===== src/rtl/alu_rr_sched_pkg.sv =====
// Shared types and constants for the round-robin ALU scheduler.
// Optional op counter is enabled by defining ALU_SCHED_STATS_EN.
package alu_sched_pkg;

    typedef enum logic [1:0] {
        ADD = 2'b00,
        SUB = 2'b01,
        AND = 2'b10,
        OR  = 2'b11
    } alu_op_e;

    typedef enum logic [1:0] {
        IDLE  = 2'b00,
        ISSUE = 2'b01,
        WAIT  = 2'b10,
        RESP  = 2'b11
    } sched_state_e;

    localparam int ALU_LATENCY = 1;
    localparam int STATS_W     = 16;

endpackage


===== src/rtl/alu_rr_sched_if.sv =====
// Client-facing request/response bundle of the ALU scheduler.
// master = client side, slave = scheduler side.
interface alu_rr_sched_if #(
    parameter int NUM_REQ = 4,
    parameter int DATA_W  = 8,
    parameter int ID_W    = $clog2(NUM_REQ)
);
    logic [NUM_REQ-1:0]        req_valid;
    logic [NUM_REQ-1:0]        req_ready;
    logic [NUM_REQ*DATA_W-1:0] req_a;
    logic [NUM_REQ*DATA_W-1:0] req_b;
    logic [NUM_REQ*2-1:0]      req_op;
    logic                      rsp_valid;
    logic                      rsp_ready;
    logic [ID_W-1:0]           rsp_id;
    logic [DATA_W:0]           rsp_data;

    modport master (
        output req_valid, req_a, req_b, req_op, rsp_ready,
        input  req_ready, rsp_valid, rsp_id, rsp_data
    );

    modport slave (
        input  req_valid, req_a, req_b, req_op, rsp_ready,
        output req_ready, rsp_valid, rsp_id, rsp_data
    );
endinterface


===== src/rtl/alu_rr_sched_rr_arbiter.sv =====
// Combinational round-robin arbiter: first set request above ptr, with wrap.
module rr_arbiter #(
    parameter int NUM_REQ = 4,
    parameter int ID_W    = $clog2(NUM_REQ)
) (
    input  logic [NUM_REQ-1:0] req,
    input  logic [ID_W-1:0]    ptr,
    input  logic               en,
    output logic [NUM_REQ-1:0] gnt,
    output logic [ID_W-1:0]    gnt_idx,
    output logic               gnt_any
);
    int idx;

    always_comb begin
        gnt     = '0;
        gnt_idx = '0;
        gnt_any = 1'b0;
        idx     = 0;
        for (int k = 1; k <= NUM_REQ; k++) begin
            idx = int'(ptr) + k;
            if (idx >= NUM_REQ) idx = idx - NUM_REQ;
            if (en && !gnt_any && req[ID_W'(idx)]) begin
                gnt[ID_W'(idx)] = 1'b1;
                gnt_idx         = ID_W'(idx);
                gnt_any         = 1'b1;
            end
        end
    end
endmodule


===== src/rtl/alu_rr_sched.sv =====
// Round-robin scheduler sharing one registered ALU among NUM_REQ clients.
// Define ALU_SCHED_STATS_EN to add the saturating op_count output.
//
// state | meaning
// IDLE  | arbitrate; winner's operands latched on the accept edge
// ISSUE | operands stable at the ALU; ALU registers its result
// WAIT  | alu_out valid; captured into rsp_data, rsp_valid rises
// RESP  | response held until rsp_ready
module alu_rr_sched
    import alu_sched_pkg::*;
#(
    parameter int NUM_REQ = 4,
    parameter int DATA_W  = 8,
    parameter int ID_W    = $clog2(NUM_REQ)
) (
    input  logic              clk,
    input  logic              rst_n,
    alu_rr_sched_if.slave     bus,
    output logic [DATA_W-1:0] alu_a,
    output logic [DATA_W-1:0] alu_b,
    output logic [1:0]        alu_sel,
    input  logic [DATA_W:0]   alu_out
`ifdef ALU_SCHED_STATS_EN
    ,
    output logic [STATS_W-1:0] op_count
`endif
);
    sched_state_e      state_q, state_d;
    logic [ID_W-1:0]   ptr_q, ptr_d;
    logic [ID_W-1:0]   id_q, id_d;
    logic [DATA_W-1:0] a_q, a_d, b_q, b_d;
    alu_op_e           sel_q, sel_d;
    logic              rsp_valid_q, rsp_valid_d;
    logic [DATA_W:0]   rsp_data_q, rsp_data_d;
    logic [NUM_REQ-1:0] gnt;
    logic [ID_W-1:0]   gnt_idx;
    logic              gnt_any;
    logic              rsp_done;
`ifdef ALU_SCHED_STATS_EN
    logic [STATS_W-1:0] cnt_q, cnt_d;
`endif

    rr_arbiter #(.NUM_REQ(NUM_REQ), .ID_W(ID_W)) u_arb (
        .req     (bus.req_valid),
        .ptr     (ptr_q),
        .en      (state_q == IDLE),
        .gnt     (gnt),
        .gnt_idx (gnt_idx),
        .gnt_any (gnt_any)
    );

    assign rsp_done = (state_q == RESP) && rsp_valid_q && bus.rsp_ready;

    always_ff @(posedge clk or negedge rst_n) begin
        if (!rst_n) begin
            state_q     <= IDLE;
            ptr_q       <= ID_W'(NUM_REQ - 1);
            id_q        <= '0;
            a_q         <= '0;
            b_q         <= '0;
            sel_q       <= ADD;
            rsp_valid_q <= 1'b0;
            rsp_data_q  <= '0;
`ifdef ALU_SCHED_STATS_EN
            cnt_q       <= '0;
`endif
        end else begin
            state_q     <= state_d;
            ptr_q       <= ptr_d;
            id_q        <= id_d;
            a_q         <= a_d;
            b_q         <= b_d;
            sel_q       <= sel_d;
            rsp_valid_q <= rsp_valid_d;
            rsp_data_q  <= rsp_data_d;
`ifdef ALU_SCHED_STATS_EN
            cnt_q       <= cnt_d;
`endif
        end
    end

    always_comb begin
        state_d = state_q;
        case (state_q)
            IDLE:    if (gnt_any) state_d = ISSUE;
            ISSUE:   state_d = WAIT;
            WAIT:    state_d = RESP;
            RESP:    if (rsp_done) state_d = IDLE;
            default: state_d = IDLE;
        endcase
    end

    always_comb begin
        ptr_d       = ptr_q;
        id_d        = id_q;
        a_d         = a_q;
        b_d         = b_q;
        sel_d       = sel_q;
        rsp_valid_d = rsp_valid_q;
        rsp_data_d  = rsp_data_q;
`ifdef ALU_SCHED_STATS_EN
        cnt_d       = cnt_q;
`endif
        if (gnt_any) begin
            a_d   = bus.req_a[int'(gnt_idx)*DATA_W +: DATA_W];
            b_d   = bus.req_b[int'(gnt_idx)*DATA_W +: DATA_W];
            sel_d = alu_op_e'(bus.req_op[int'(gnt_idx)*2 +: 2]);
            id_d  = gnt_idx;
            ptr_d = gnt_idx;
        end
        if (state_q == WAIT) begin
            rsp_data_d  = alu_out;
            rsp_valid_d = 1'b1;
        end
        if (rsp_done) begin
            rsp_valid_d = 1'b0;
`ifdef ALU_SCHED_STATS_EN
            if (cnt_q != '1) cnt_d = cnt_q + 1'b1;
`endif
        end
    end

    assign bus.req_ready = gnt;
    assign bus.rsp_valid = rsp_valid_q;
    assign bus.rsp_id    = id_q;
    assign bus.rsp_data  = rsp_data_q;
    assign alu_a         = a_q;
    assign alu_b         = b_q;
    assign alu_sel       = sel_q;
`ifdef ALU_SCHED_STATS_EN
    assign op_count      = cnt_q;
`endif
endmodule


===== src/flat_wrapper.sv =====
// flat-port wrapper written by rule: the top's interface ports become plain ports
module alu_rr_sched_flat import alu_sched_pkg::*;
#(
    parameter int NUM_REQ = 4,
    parameter int DATA_W  = 8,
    parameter int ID_W    = $clog2(NUM_REQ)
)
  (clk, rst_n, alu_a, alu_b, alu_sel, alu_out, bus_req_valid, bus_req_a, bus_req_b, bus_req_op, bus_rsp_ready, bus_req_ready, bus_rsp_valid, bus_rsp_id, bus_rsp_data);
  alu_rr_sched_if #(.NUM_REQ(NUM_REQ), .DATA_W(DATA_W), .ID_W(ID_W)) bus_i ();
  input  logic clk;
  input  logic rst_n;
  output logic [DATA_W-1:0] alu_a;
  output logic [DATA_W-1:0] alu_b;
  output logic [1:0] alu_sel;
  input  logic [DATA_W:0] alu_out;
  input wire logic [$bits(bus_i.req_valid)-1:0] bus_req_valid;
  input wire logic [$bits(bus_i.req_a)-1:0] bus_req_a;
  input wire logic [$bits(bus_i.req_b)-1:0] bus_req_b;
  input wire logic [$bits(bus_i.req_op)-1:0] bus_req_op;
  input wire logic [$bits(bus_i.rsp_ready)-1:0] bus_rsp_ready;
  output wire logic [$bits(bus_i.req_ready)-1:0] bus_req_ready;
  output wire logic [$bits(bus_i.rsp_valid)-1:0] bus_rsp_valid;
  output wire logic [$bits(bus_i.rsp_id)-1:0] bus_rsp_id;
  output wire logic [$bits(bus_i.rsp_data)-1:0] bus_rsp_data;
  assign bus_i.req_valid = bus_req_valid;
  assign bus_i.req_a = bus_req_a;
  assign bus_i.req_b = bus_req_b;
  assign bus_i.req_op = bus_req_op;
  assign bus_i.rsp_ready = bus_rsp_ready;
  assign bus_req_ready = bus_i.req_ready;
  assign bus_rsp_valid = bus_i.rsp_valid;
  assign bus_rsp_id = bus_i.rsp_id;
  assign bus_rsp_data = bus_i.rsp_data;
  alu_rr_sched #(.NUM_REQ(NUM_REQ), .DATA_W(DATA_W), .ID_W(ID_W)) u_core (.clk(clk), .rst_n(rst_n), .bus(bus_i), .alu_a(alu_a), .alu_b(alu_b), .alu_sel(alu_sel), .alu_out(alu_out));
endmodule

===== config.mk =====
export PLATFORM = sky130hd
export DESIGN_NAME = alu_rr_sched_flat
export DESIGN_NICKNAME = d
export VERILOG_FILES = /design/src/rtl/alu_rr_sched_pkg.sv /design/src/rtl/alu_rr_sched_if.sv /design/src/rtl/alu_rr_sched_rr_arbiter.sv /design/src/rtl/alu_rr_sched.sv /design/src/flat_wrapper.sv
export SDC_FILE = /design/constraint.sdc
export NUM_CORES = 1
export LEC_CHECK = 0
export CORE_MARGIN = 1
export CORE_UTILIZATION = 32
export CTS_CLUSTER_DIAMETER = 120
export DETAILED_ROUTE_END_ITERATION = 8
export PLACE_DENSITY = 0.69
export REMOVE_ABC_BUFFERS = 1
export SYNTH_ARGS = -nofsm -noshare
export SYNTH_HDL_FRONTEND = slang
export SYNTH_SLANG_ARGS = --single-unit
export TNS_END_PERCENT = 5

===== constraint.sdc =====
create_clock -name clk -period 3.1 [get_ports clk]
set_input_delay 0.465 -clock clk [delete_from_list [all_inputs] [get_ports clk]]
set_output_delay 0.465 -clock clk [all_outputs]
set_load 0.02 [all_outputs]

# ---- Yosys cells after proc, flatten, opt, wreduce, memory -nomap -nowiden
# Index checks and enable logic that the tools add are counted.
# W data, S select, Z words.
dict set report classes {
  n_bitwise 3
  n_eq_ne 5
  n_shift 3
  add_sub_neg 8
  n_reduce_logical 19
  n_mux 41
  n_lt_le_gt_ge 12
}
# op n
set op_table {}
lappend op_table {{$shiftx A32 B6 Y8} 2}
lappend op_table {{$mux W2} 10}
lappend op_table {{$mux W1} 18}
lappend op_table {{$lt A2 B4 Y1 const B} 4}
lappend op_table {{$mux W4} 4}
lappend op_table {{$logic_and A1 B1 Y1} 13}
lappend op_table {{$or A4 B4 Y4} 3}
lappend op_table {{$ge A3 B3 Y1 const B} 3}
lappend op_table {{$bmux W1 S2} 4}
lappend op_table {{$demux W1 S2} 4}
lappend op_table {{$ge A2 B1 Y1 const B} 4}
lappend op_table {{$pmux W2 S4} 1}
lappend op_table {{$shiftx A8 B4 Y2} 1}
lappend op_table {{$sub A2 B1 Y2 const B} 4}
lappend op_table {{$add A2 B2 Y3 const B} 2}
lappend op_table {{$add A2 B3 Y4 const B} 1}
lappend op_table {{$eq A2 B2 Y1 const B} 2}
lappend op_table {{$ge A4 B3 Y1 const B} 1}
lappend op_table {{$ne A2 B1 Y1 const B} 2}
lappend op_table {{$add A2 B1 Y3 const B} 1}
lappend op_table {{$logic_not A1 Y1} 3}
lappend op_table {{$eq A2 B1 Y1 const B} 1}
lappend op_table {{$logic_not A2 Y1} 1}
lappend op_table {{$reduce_and A2 Y1} 1}
lappend op_table {{$reduce_bool A2 Y1} 1}
dict set report totals {
  elab_cells 99
  output_inout_bits 34
  input_bits 88
  regBits 34
}

# ---- Logic depth before layout (Yosys ltp)
# Gate-level depths: netlist of run 1.
dict set report depth {
  word_depth 22
  ltp_mapped 12
  ltp_nobuf 8
}

# ---- Hierarchy
# A second synthesis of run 1 with hierarchy kept.
dict set report unflattened {
  cells_unflattened 210
  hier_area_um2 2381.0
}
# module n_inst cells_per_inst area_each_um2 seq_area_each_um2
set by_module_without_submodules {}
lappend by_module_without_submodules {alu_rr_sched 1 148 1838.0 853.3}
lappend by_module_without_submodules {rr_arbiter 1 62 543.0 0.0}

# ---- Worst setup path before layout of run 1
# No wires, ideal clock.
dict set report synth_path {
  kind {reg2reg}
  startpoint {reg u_core.ptr_q[1]}
  endpoint {reg u_core.a_q[6], in the netlist u_core.alu_a[6]}
  n_path_buf 4
  slack_ns -0.129
  required_time_ns 2.965
  setup_ns 0.135
  synth_period_minus_slack_ns 3.229
  stages_incl_launch_ff 13
  t_arrival_ns 3.094
  path_cell_list {dfstp_2 -> clkbuf_1 -> inv_1 -> ha_1 -> buf_6 -> mux4_2 -> nor2b_4 -> nor3b_1 -> or3_1 -> buf_6 -> buf_6 -> a211oi_2 -> o31ai_1}
}
dict set report synth_via {
  elab_chain_cells 21
  elab_cells_between_ends 47
  cone_classes {add/sub (8); order compare (4); shift (1); mux (24); reduce/logical (10)}
}
# element line
set synth_lines {}
lappend synth_lines {{start, declared} alu_rr_sched.sv:29} ;# logic [ID_W-1:0] ptr_q, ptr_d;
lappend synth_lines {{start signal, assigned} alu_rr_sched.sv:57} ;# ptr_q <= ID_W'(NUM_REQ - 1);
lappend synth_lines {{start signal, assigned} alu_rr_sched.sv:69} ;# ptr_q <= ptr_d;
lappend synth_lines {{$add A2 B1 Y3} alu_rr_sched_rr_arbiter.sv:21} ;# idx = int'(ptr) + k;
lappend synth_lines {{$ge A3 B3 Y1 or $sub A2 B1 Y2 (tied branches)} alu_rr_sched_rr_arbiter.sv:22} ;# if (idx >= NUM_REQ) idx = idx - NUM_REQ;
lappend synth_lines {{$mux W2} alu_rr_sched_rr_arbiter.sv:22}
lappend synth_lines {{$bmux W1 S2} alu_rr_sched_rr_arbiter.sv:23} ;# if (en && !gnt_any && req[ID_W'(idx)]) begin
lappend synth_lines {{$mux W1 (not written as such) (2 in series)} alu_rr_sched_rr_arbiter.sv:23}
lappend synth_lines {{$logic_and A1 B1 Y1} alu_rr_sched_rr_arbiter.sv:23}
lappend synth_lines {{$mux W1} alu_rr_sched_rr_arbiter.sv:23}
lappend synth_lines {{$logic_not A1 Y1} alu_rr_sched_rr_arbiter.sv:23}
lappend synth_lines {{$logic_and A1 B1 Y1 (2 in series)} alu_rr_sched_rr_arbiter.sv:23}
lappend synth_lines {{$mux W1} alu_rr_sched_rr_arbiter.sv:23}
lappend synth_lines {{$logic_not A1 Y1} alu_rr_sched_rr_arbiter.sv:23}
lappend synth_lines {{$logic_and A1 B1 Y1 (2 in series)} alu_rr_sched_rr_arbiter.sv:23}
lappend synth_lines {{$mux W1} alu_rr_sched_rr_arbiter.sv:23}
lappend synth_lines {{$logic_not A1 Y1} alu_rr_sched_rr_arbiter.sv:23}
lappend synth_lines {{$logic_and A1 B1 Y1 (2 in series)} alu_rr_sched_rr_arbiter.sv:23}
lappend synth_lines {{$mux W2} alu_rr_sched_rr_arbiter.sv:23}
lappend synth_lines {{$shiftx A32 B6 Y8} alu_rr_sched.sv:105} ;# a_d = bus.req_a[int'(gnt_idx)*DATA_W +: DATA_W];
lappend synth_lines {{end signal, assigned} alu_rr_sched.sv:59} ;# a_q <= '0;
lappend synth_lines {{end signal, assigned} alu_rr_sched.sv:71} ;# a_q <= a_d;
lappend synth_lines {{end, declared} alu_rr_sched.sv:31} ;# logic [DATA_W-1:0] a_q, a_d, b_q, b_d;
# Several ways; a longest one is shown, not always the timed one. The select of a mux whose other input is x is not followed.
# A chain may end at the register's enable or synchronous reset.

# ---- Worst setup path after layout of run 1
dict set report layout_path {
  startpoint {reg u_core.ptr_q[0]}
  endpoint {out bus_req_ready[0]}
}
dict set report layout_via {
  elab_chain_cells 20
  elab_cells_between_ends 68
  cone_classes {add/sub (8); order compare (12); mux (31); bitwise (3); reduce/logical (14)}
}
# element line
set layout_lines {}
lappend layout_lines {{parallel branches: the longest is 19 deep, another holds $lt A2 B4 Y1} --}
lappend layout_lines {{$mux W4 (*)} alu_rr_sched_rr_arbiter.sv:23}
lappend layout_lines {{end, declared} flat_wrapper.sv:21} ;# output wire logic [$bits(bus_i.req_ready)-1:0] bus_req_ready;
# Mark *: on every way between the ends. The select of a mux whose other input is x is not followed.

==> results of run 1 <==
-- logic make-up (layout without fill, tap and decap cells) --
| family | Yosys count | after routing | share of synthesized area, % |
|---|---|---|---|
| muxes | 18 | 18 | 8.852 |
| buffers and inverters | 31 | 167 | 6.221 |
| AOI/OAI and AO/OA | 80 | 80 | 25.95 |
| DFF | 34 | 34 | 34.50 |
| adders and majority gates | 11 | 11 | 5.564 |
| and+or+nand+nor | 86 | 86 | 18.92 |
-- power groups by stage --
| stage | combinational, W | sequential [W] | clock (W) |
|---|---|---|---|
| after global placement | 0.00287 | 0.000801 | 0 |
| after floorplan | 0.00139 | 0.00108 | 0 |
| final | 0.00301 | 0.000808 | 0.000411 |
| after global routing | 0.00328 | 0.000842 | 0.000442 |
| after detailed placement | 0.00290 | 0.000814 | 0 |
| after CTS | 0.00296 | 0.000807 | 0.000426 |
-- how the worst min path moves through the flow --
stage	start	endpoint	slack, ns	depth (start not counted)
2_1_floorplan	rst_n	u_core.alu_a[0]	0.17	0
3_3_place_gp	u_core.alu_a[2]	u_core.alu_a[2]	0.46	2
3_5_place_dp	u_core.bus.rsp_id[0]	u_core.bus.rsp_id[0]	0.47	1
4_1_cts	rst_n	u_core.alu_a[6]	0.26	1
5_1_grt	rst_n	u_core.alu_a[6]	0.31	1
6_report	rst_n	u_core.alu_a[6]	0.24	1
-- per-layer routing --
layer	up-vias	wire [µm]
li1	1258	-
met1	1211	3135
met2	114	3585
met3	18	560
met4	0	223
met5	-	0
-- timing repair --
action | 4_1_cts | 5_1_grt
pin swaps | 2 | 4
setup endpoints to repair | 4 | 5
resized for setup | 16 | 16
buffers inserted | 2 | 1
-- critical path, delay by kind of cell, from the launching register on --
family                     cells  cell delay, ns
buffers and inverters          3            0.29
DFF                            1            0.55
and+or+nand+nor                2            0.29
muxes                          1            0.53
AOI/OAI and AO/OA              1            0.29
adders and majority gates      1            0.30
-- metrics by stage --
step	worst slack [ns]	std cells	setup TNS (ns)
3_5_place_dp	-0.2007	484	-0.5316
6_report	0.1070	495	0
2_1_floorplan	-1.201	236	-25.92
3_3_place_gp	-0.1511	484	-0.3471
4_1_cts	-0.02338	494	-0.02338
5_1_grt	-0.01241	495	-0.01963
-- layout by cell type (no fill, tap or decap), drive strengths merged, types with 2 or more instances in the layout --
master | synthesis | routed
ha | 11 | 11
a31oi | 2 | 2
clkinvlp | 0 | 2
a22o | 2 | 2
a211oi | 36 | 36
mux2i | 5 | 5
nor3 | 4 | 4
a21boi | 2 | 2
a222oi | 2 | 2
nor2b | 4 | 4
mux4 | 2 | 2
clkbuf | 15 | 5
a21oi | 3 | 3
inv | 7 | 7
mux2 | 11 | 11
nand2 | 29 | 29
buf | 9 | 35
o211ai | 2 | 2
clkdlybuf4s50 | 0 | 116
nor3b | 2 | 2
and3 | 37 | 37
dfrtp | 32 | 32
nor2 | 3 | 3
o21ai | 5 | 5
o31ai | 19 | 19
dfstp | 2 | 2
nand3 | 2 | 2
-- state kept, by name, summed over array words and instances (netlist names) --
signal	flops
u_core.ptr_q	2
u_core.alu_b	8
u_core.state_q	2
u_core.bus.rsp_valid	1
u_core.bus.rsp_data	9
u_core.alu_sel	2
u_core.alu_a	8
u_core.bus.rsp_id	2
-- final cells by class --
cell class                 instances  area share, %
sequential                        34          20.70
clock inverter                     3          1.093
clock buffer                       5          1.669
multi-input combinational        195          37.18
inverter                           7         0.6373
timing repair buffer             152          35.72
tap                               99          3.005
==> flow_metrics.env, run 1 <==
export IMPL_initial_core_util_pct=33.57
export IMPL_use_met2_pct=31.73
export IMPL_p_sw_share_pct=43.58
export IMPL_core_area_um2=7370
export IMPL_gr_total_overflow=0
export IMPL_min_period_over_period_pct=96.55
export IMPL_timing_rr_end="u_core.alu_a[3]"
export IMPL_use_met1_pct=23.50
export IMPL_max_freq_ghz=0.3341
export IMPL_viasPerCell=5.255
export IMPL_synth_top_area_share_pct=32.37
export IMPL_grt_first_pass_wirelength_um=12560
export IMPL_dp_hpwl_um=5706
export IMPL_r2r_worst_path_cells=10
export IMPL_slew_headroom_pct=48.84
export IMPL_cp_slowest_cell="dfstp_2"
export IMPL_critical_path_arrival_ns=2.53
export IMPL_finalSetupViolations=0
export IMPL_final_cell_area_um2=4123
export IMPL_num_nets_final=494
export IMPL_gr_usage_met3_pct=4.822
export IMPL_die_height_um=89.92
export IMPL_critical_path_max_stage_delay_ns=0.55
export IMPL_gp_congestion=0.8832
export IMPL_synthTopCellsByCount="and3_1 (37), dfrtp_1 (32), nand2_1 (28)"
export IMPL_grt_busiest_layer="met2"
export IMPL_grt_pass1_vias=2633
export IMPL_dieWidth_um=89.92
export IMPL_synthTopCellsByArea="dfrtp_1 (32%), and3_1 (9.4%), a211oi_1 (7.9%)"
export IMPL_cp_cell_sequence="inv_2, ha_4, mux4_2, nor2b_4, nor2b_4, a222oi_1, inv_1, buf_2"
export IMPL_place_area_um2=3940
export IMPL_startpoint="u_core.ptr_q[0]"
export IMPL_pwr_density_cell_nw_per_um2=1027
export IMPL_netSwitchingPower_w=0.001845
export IMPL_ff_latch_area_um2=853.3
export IMPL_die_area_um2=8086
export IMPL_worst_path_max_fanout=4
export IMPL_ys_types=43
export IMPL_cts_root_buf="clkbuf_8"
export IMPL_drv_cap=0
export IMPL_synth_area_per_cell_um2=9.514
export IMPL_end_kind="output port"
export IMPL_worstPathRequired_ns=2.63
export IMPL_ir_worst_vdd_mv=0.4265
export IMPL_area_growth_pct=66.67
export IMPL_dr_pass1_iters=4
export IMPL_io_pins=122
export IMPL_synth_area_um2=2474
export IMPL_p_seq_share_pct=19.1
export IMPL_antenna_found_initial=0
export IMPL_leakagePower_nw=1.745
export IMPL_rsz0062_at_grt="yes"
export IMPL_final_hold_viol_count=0
export IMPL_numCtsBuffers=5
export IMPL_yosysSeqAreaShare_pct=34.50
export IMPL_drtIter0Drc=70
export IMPL_p_total_w=0.004233
export IMPL_gr_usage_all_layers_pct=19.07
export IMPL_cp_start_kind="flop"
export IMPL_cts_buffer_depth=2
export IMPL_cts_max_level=2
export IMPL_post_synth_inst_count=260
export IMPL_synth_edf_count=0
export IMPL_p_clk_share_pct=9.7
export IMPL_cts_sinks=34
export IMPL_layout_drive_gt1_share_pct=21.21
export IMPL_status="finished, final reports clean"
export IMPL_antennaDiodeCount=0
export IMPL_cp_common_cell="nor2b_4"
export IMPL_slew_viol_final=0
export IMPL_clk_latency_ns=0.29
export IMPL_async_flop_share_pct=100.0
export IMPL_ctsHoldBuffers=0
export IMPL_port_buffers=121
export IMPL_hp_class="input port to asynchronous set/reset pin"
export IMPL_multiInputGateArea_um2=1533
export IMPL_r2r_start="u_core.ptr_q[0]"
export IMPL_cts_tree="done"
export IMPL_fillers=653
export IMPL_synth_seq_cells=34
export IMPL_reg2reg_slack_ns=0.16
export IMPL_drc=0
export IMPL_synth_largest_area_cell="dfrtp_1"
export IMPL_cp_endpoint="bus_req_ready[0]"
export IMPL_ys_flop_type="dfrtp_1"
export IMPL_combPwrFrac_pct=71.2
export IMPL_yosys_warnings=0
export IMPL_path_clk_slew_ns=0.07
export IMPL_row_count=31
export IMPL_criticalPathCategory="flop to output port"
export IMPL_fin_crit_ns=2.993
export IMPL_drtAntennaViolNets=0
export IMPL_vias=2601
export IMPL_yosysMostFrequentCell="and3_1"
export IMPL_intPower_w=0.002388
export IMPL_post_route_util_pct=55.94
export IMPL_wl_per_cell_um=15.16
export IMPL_fin_skew_ns=0.002266
export IMPL_wl_um=7504
export IMPL_timing_hold_ws_ns=0.2418
export IMPL_worst_slew_pin_slew_ns=0.7673
export IMPL_grt_max_degree=37
No activity file was read; power rests on OpenSTA's default activity.
==> inputs of run 2 (changes only) <==
PLACE_DENSITY = 0.66   (was 0.69)
RECOVER_POWER = 25   (was not set)
clock period = 3.8 ns   (was 3.1 ns; I/O delays follow)
==> flow_metrics.env, run 2 (same netlist as run 1, synthesis figures left out) <==
export IMPL_r2r_start="u_core.ptr_q[0]"
export IMPL_cp_cell_sequence="inv_1, ha_2, mux4_2, nor3_1, o211ai_1, nand3_1, clkdlybuf4s50_1"
export IMPL_mostFrequentLayoutCell="clkdlybuf4s50_1"
export IMPL_numCtsBuffers=5
export IMPL_cts_buffer_depth=2
export IMPL_layout_drive_gt1_share_pct=14.47
export IMPL_die_height_um=89.92
export IMPL_drv_cap=1
export IMPL_core_area_um2=7370
export IMPL_end_kind="output port"
export IMPL_criticalPathCategory="flop to output port"
export IMPL_die_area_um2=8086
export IMPL_grt_first_pass_wirelength_um=11940
export IMPL_max_freq_ghz=0.2729
export IMPL_pwr_density_cell_nw_per_um2=841.5
export IMPL_cts_tree="done"
export IMPL_largest_register_ffs=9
export IMPL_finalSetupViolations=0
export IMPL_dieWidth_um=89.92
export IMPL_slew_viol_final=35
export IMPL_port_buffers=121
export IMPL_fin_crit_ns=3.665
export IMPL_cp_start_kind="flop"
export IMPL_cp_slowest_cell="clkdlybuf4s50_1"
export IMPL_hold_start="u_core.alu_a[2]"
export IMPL_viasPerCell=5.186
export IMPL_row_count=31
export IMPL_area_growth_pct=60.29
export IMPL_combPwrFrac_pct=68.2
export IMPL_dr_pass1_iters=4
export IMPL_p_sw_share_pct=43.25
export IMPL_intPower_w=0.001893
export IMPL_final_cell_area_um2=3965
export IMPL_path_clk_slew_ns=0.07
export IMPL_io_pins=122
export IMPL_final_hold_viol_count=0
export IMPL_initial_core_util_pct=33.57
export IMPL_worst_path_max_fanout=5
export IMPL_antennaDiodeCount=0
export IMPL_netSwitchingPower_w=0.001443
export IMPL_worstPathRequired_ns=3.23
export IMPL_gr_total_overflow=0
export IMPL_p_seq_share_pct=19.6
export IMPL_cts_sinks=34
export IMPL_ff_latch_area_um2=853.3
export IMPL_critical_path_arrival_ns=3.09
export IMPL_antenna_found_initial=0
export IMPL_critical_path_max_stage_delay_ns=0.60
export IMPL_worst_slew_pin_slew_ns=1.837
export IMPL_gp_congestion=0.8300
export IMPL_min_period_over_period_pct=96.44
export IMPL_num_nets_final=478
export IMPL_leakagePower_nw=1.692
export IMPL_ir_worst_vdd_mv=0.2883
export IMPL_startpoint="u_core.ptr_q[0]"
export IMPL_rsz0062_at_grt="no"
export IMPL_cts_max_level=2
export IMPL_wl_per_cell_um=14.94
export IMPL_hp_class="flop to flop"
export IMPL_multiInputGateArea_um2=1489
export IMPL_place_area_um2=3817
export IMPL_cp_top_family="buffers and inverters"
export IMPL_final_cell_mix="clkdlybuf4s50_1 (118), and3_1 (37), dfrtp_1 (32)"
export IMPL_fin_skew_ns=0.009326
export IMPL_grt_max_degree=41
export IMPL_status="finished, violations left"
export IMPL_gr_usage_all_layers_pct=18.16
export IMPL_grt_pass1_vias=2516
export IMPL_wl_um=7154
export IMPL_dp_hpwl_um=5294
export IMPL_drtAntennaViolNets=0
export IMPL_cts_root_buf="clkbuf_8"
export IMPL_path_buf_inv=2
export IMPL_p_clk_share_pct=12.1
export IMPL_p_total_w=0.003337
export IMPL_violations="capacitance limit, slew limit"
export IMPL_drc=0
export IMPL_fillers=698
export IMPL_vias=2484
export IMPL_drtIter0Drc=70
export IMPL_clk_latency_ns=0.29
export IMPL_slew_headroom_pct=-22.45
[run 2: timing repair]
action | 4_1_cts | 5_1_grt
gates resized for setup | 0 | 4
hold buffers | 0 | 0
setup endpoints to repair | 0 | 4
endpoints found under the hold margin | 0 | 0
setup buffers | 0 | 0
[run 2: final cells by class]
cell class	instances	share of cell area (%)
repair buffers	136	33.67
clock buffers	5	1.736
multi-input cells	195	37.55
inverters	7	0.6627
flip-flops and latches	34	21.52
clock inverters	3	1.736
well taps	99	3.124
[run 2: worst reg2reg max path: stages, from the launching register on]
cell and delay, ns:
dfstp_2 0.53, inv_1 0.10, ha_2 0.41, mux4_2 0.57
nor2b_4 0.17, nor3b_1 0.16, or3_1 0.44, buf_4 0.20
a211oi_1 0.26, o31ai_1 0.09
[run 2: per-layer routing]
metal / share of wire [%] / global-route usage, %
met5: 0 / 0
met4: 1.9 / 6.183
met3: 6.9 / 4.822
met2: 48 / 31.54
met1: 44 / 21.69
[run 2: final timing paths]
check | to | slack (ns) | cells past startpoint
setup / recovery | bus_req_ready[3] | 0.14 | 7
hold / removal | u_core.alu_a[2] | 0.48 | 2
setup reg to reg | u_core.alu_sel[1] | 0.73 | 9
hold reg to reg | u_core.alu_a[2] | 0.48 | 2
max in group asynchronous | u_core.state_q[0] | 1.96 | 1
min in group asynchronous | u_core.alu_a[5] | 0.77 | 1
[run 2: power by group through the flow]
stage	clock network [W]	logic [W]	registers (W)
finish	0.000405	0.00228	0.000654
global route	0.000432	0.00247	0.000680
CTS	0.000419	0.00229	0.000656
detailed placement	0	0.00229	0.000660
global placement	0	0.00227	0.000654
floorplan	0	0.00114	0.000883
[run 2: through the flow]
| step | hold WS (ns) | utilization [%] | setup WS, ns | TNS [ns] | cells |
|---|---|---|---|---|---|
| after detailed placement | 0.4647 | 51.80 | 0.2818 | 0 | 471 |
| final | 0.4815 | 53.80 | 0.1351 | 0 | 479 |
| after CTS | 0.3819 | 53.67 | 0.02111 | 0 | 479 |
| after global routing | 0.4994 | 53.80 | 0.0009064 | 0 | 479 |
| after global placement | 0.4599 | 51.80 | 0.3157 | 0 | 471 |
| after floorplan | 0.2744 | - | -0.6062 | -10.28 | 236 |
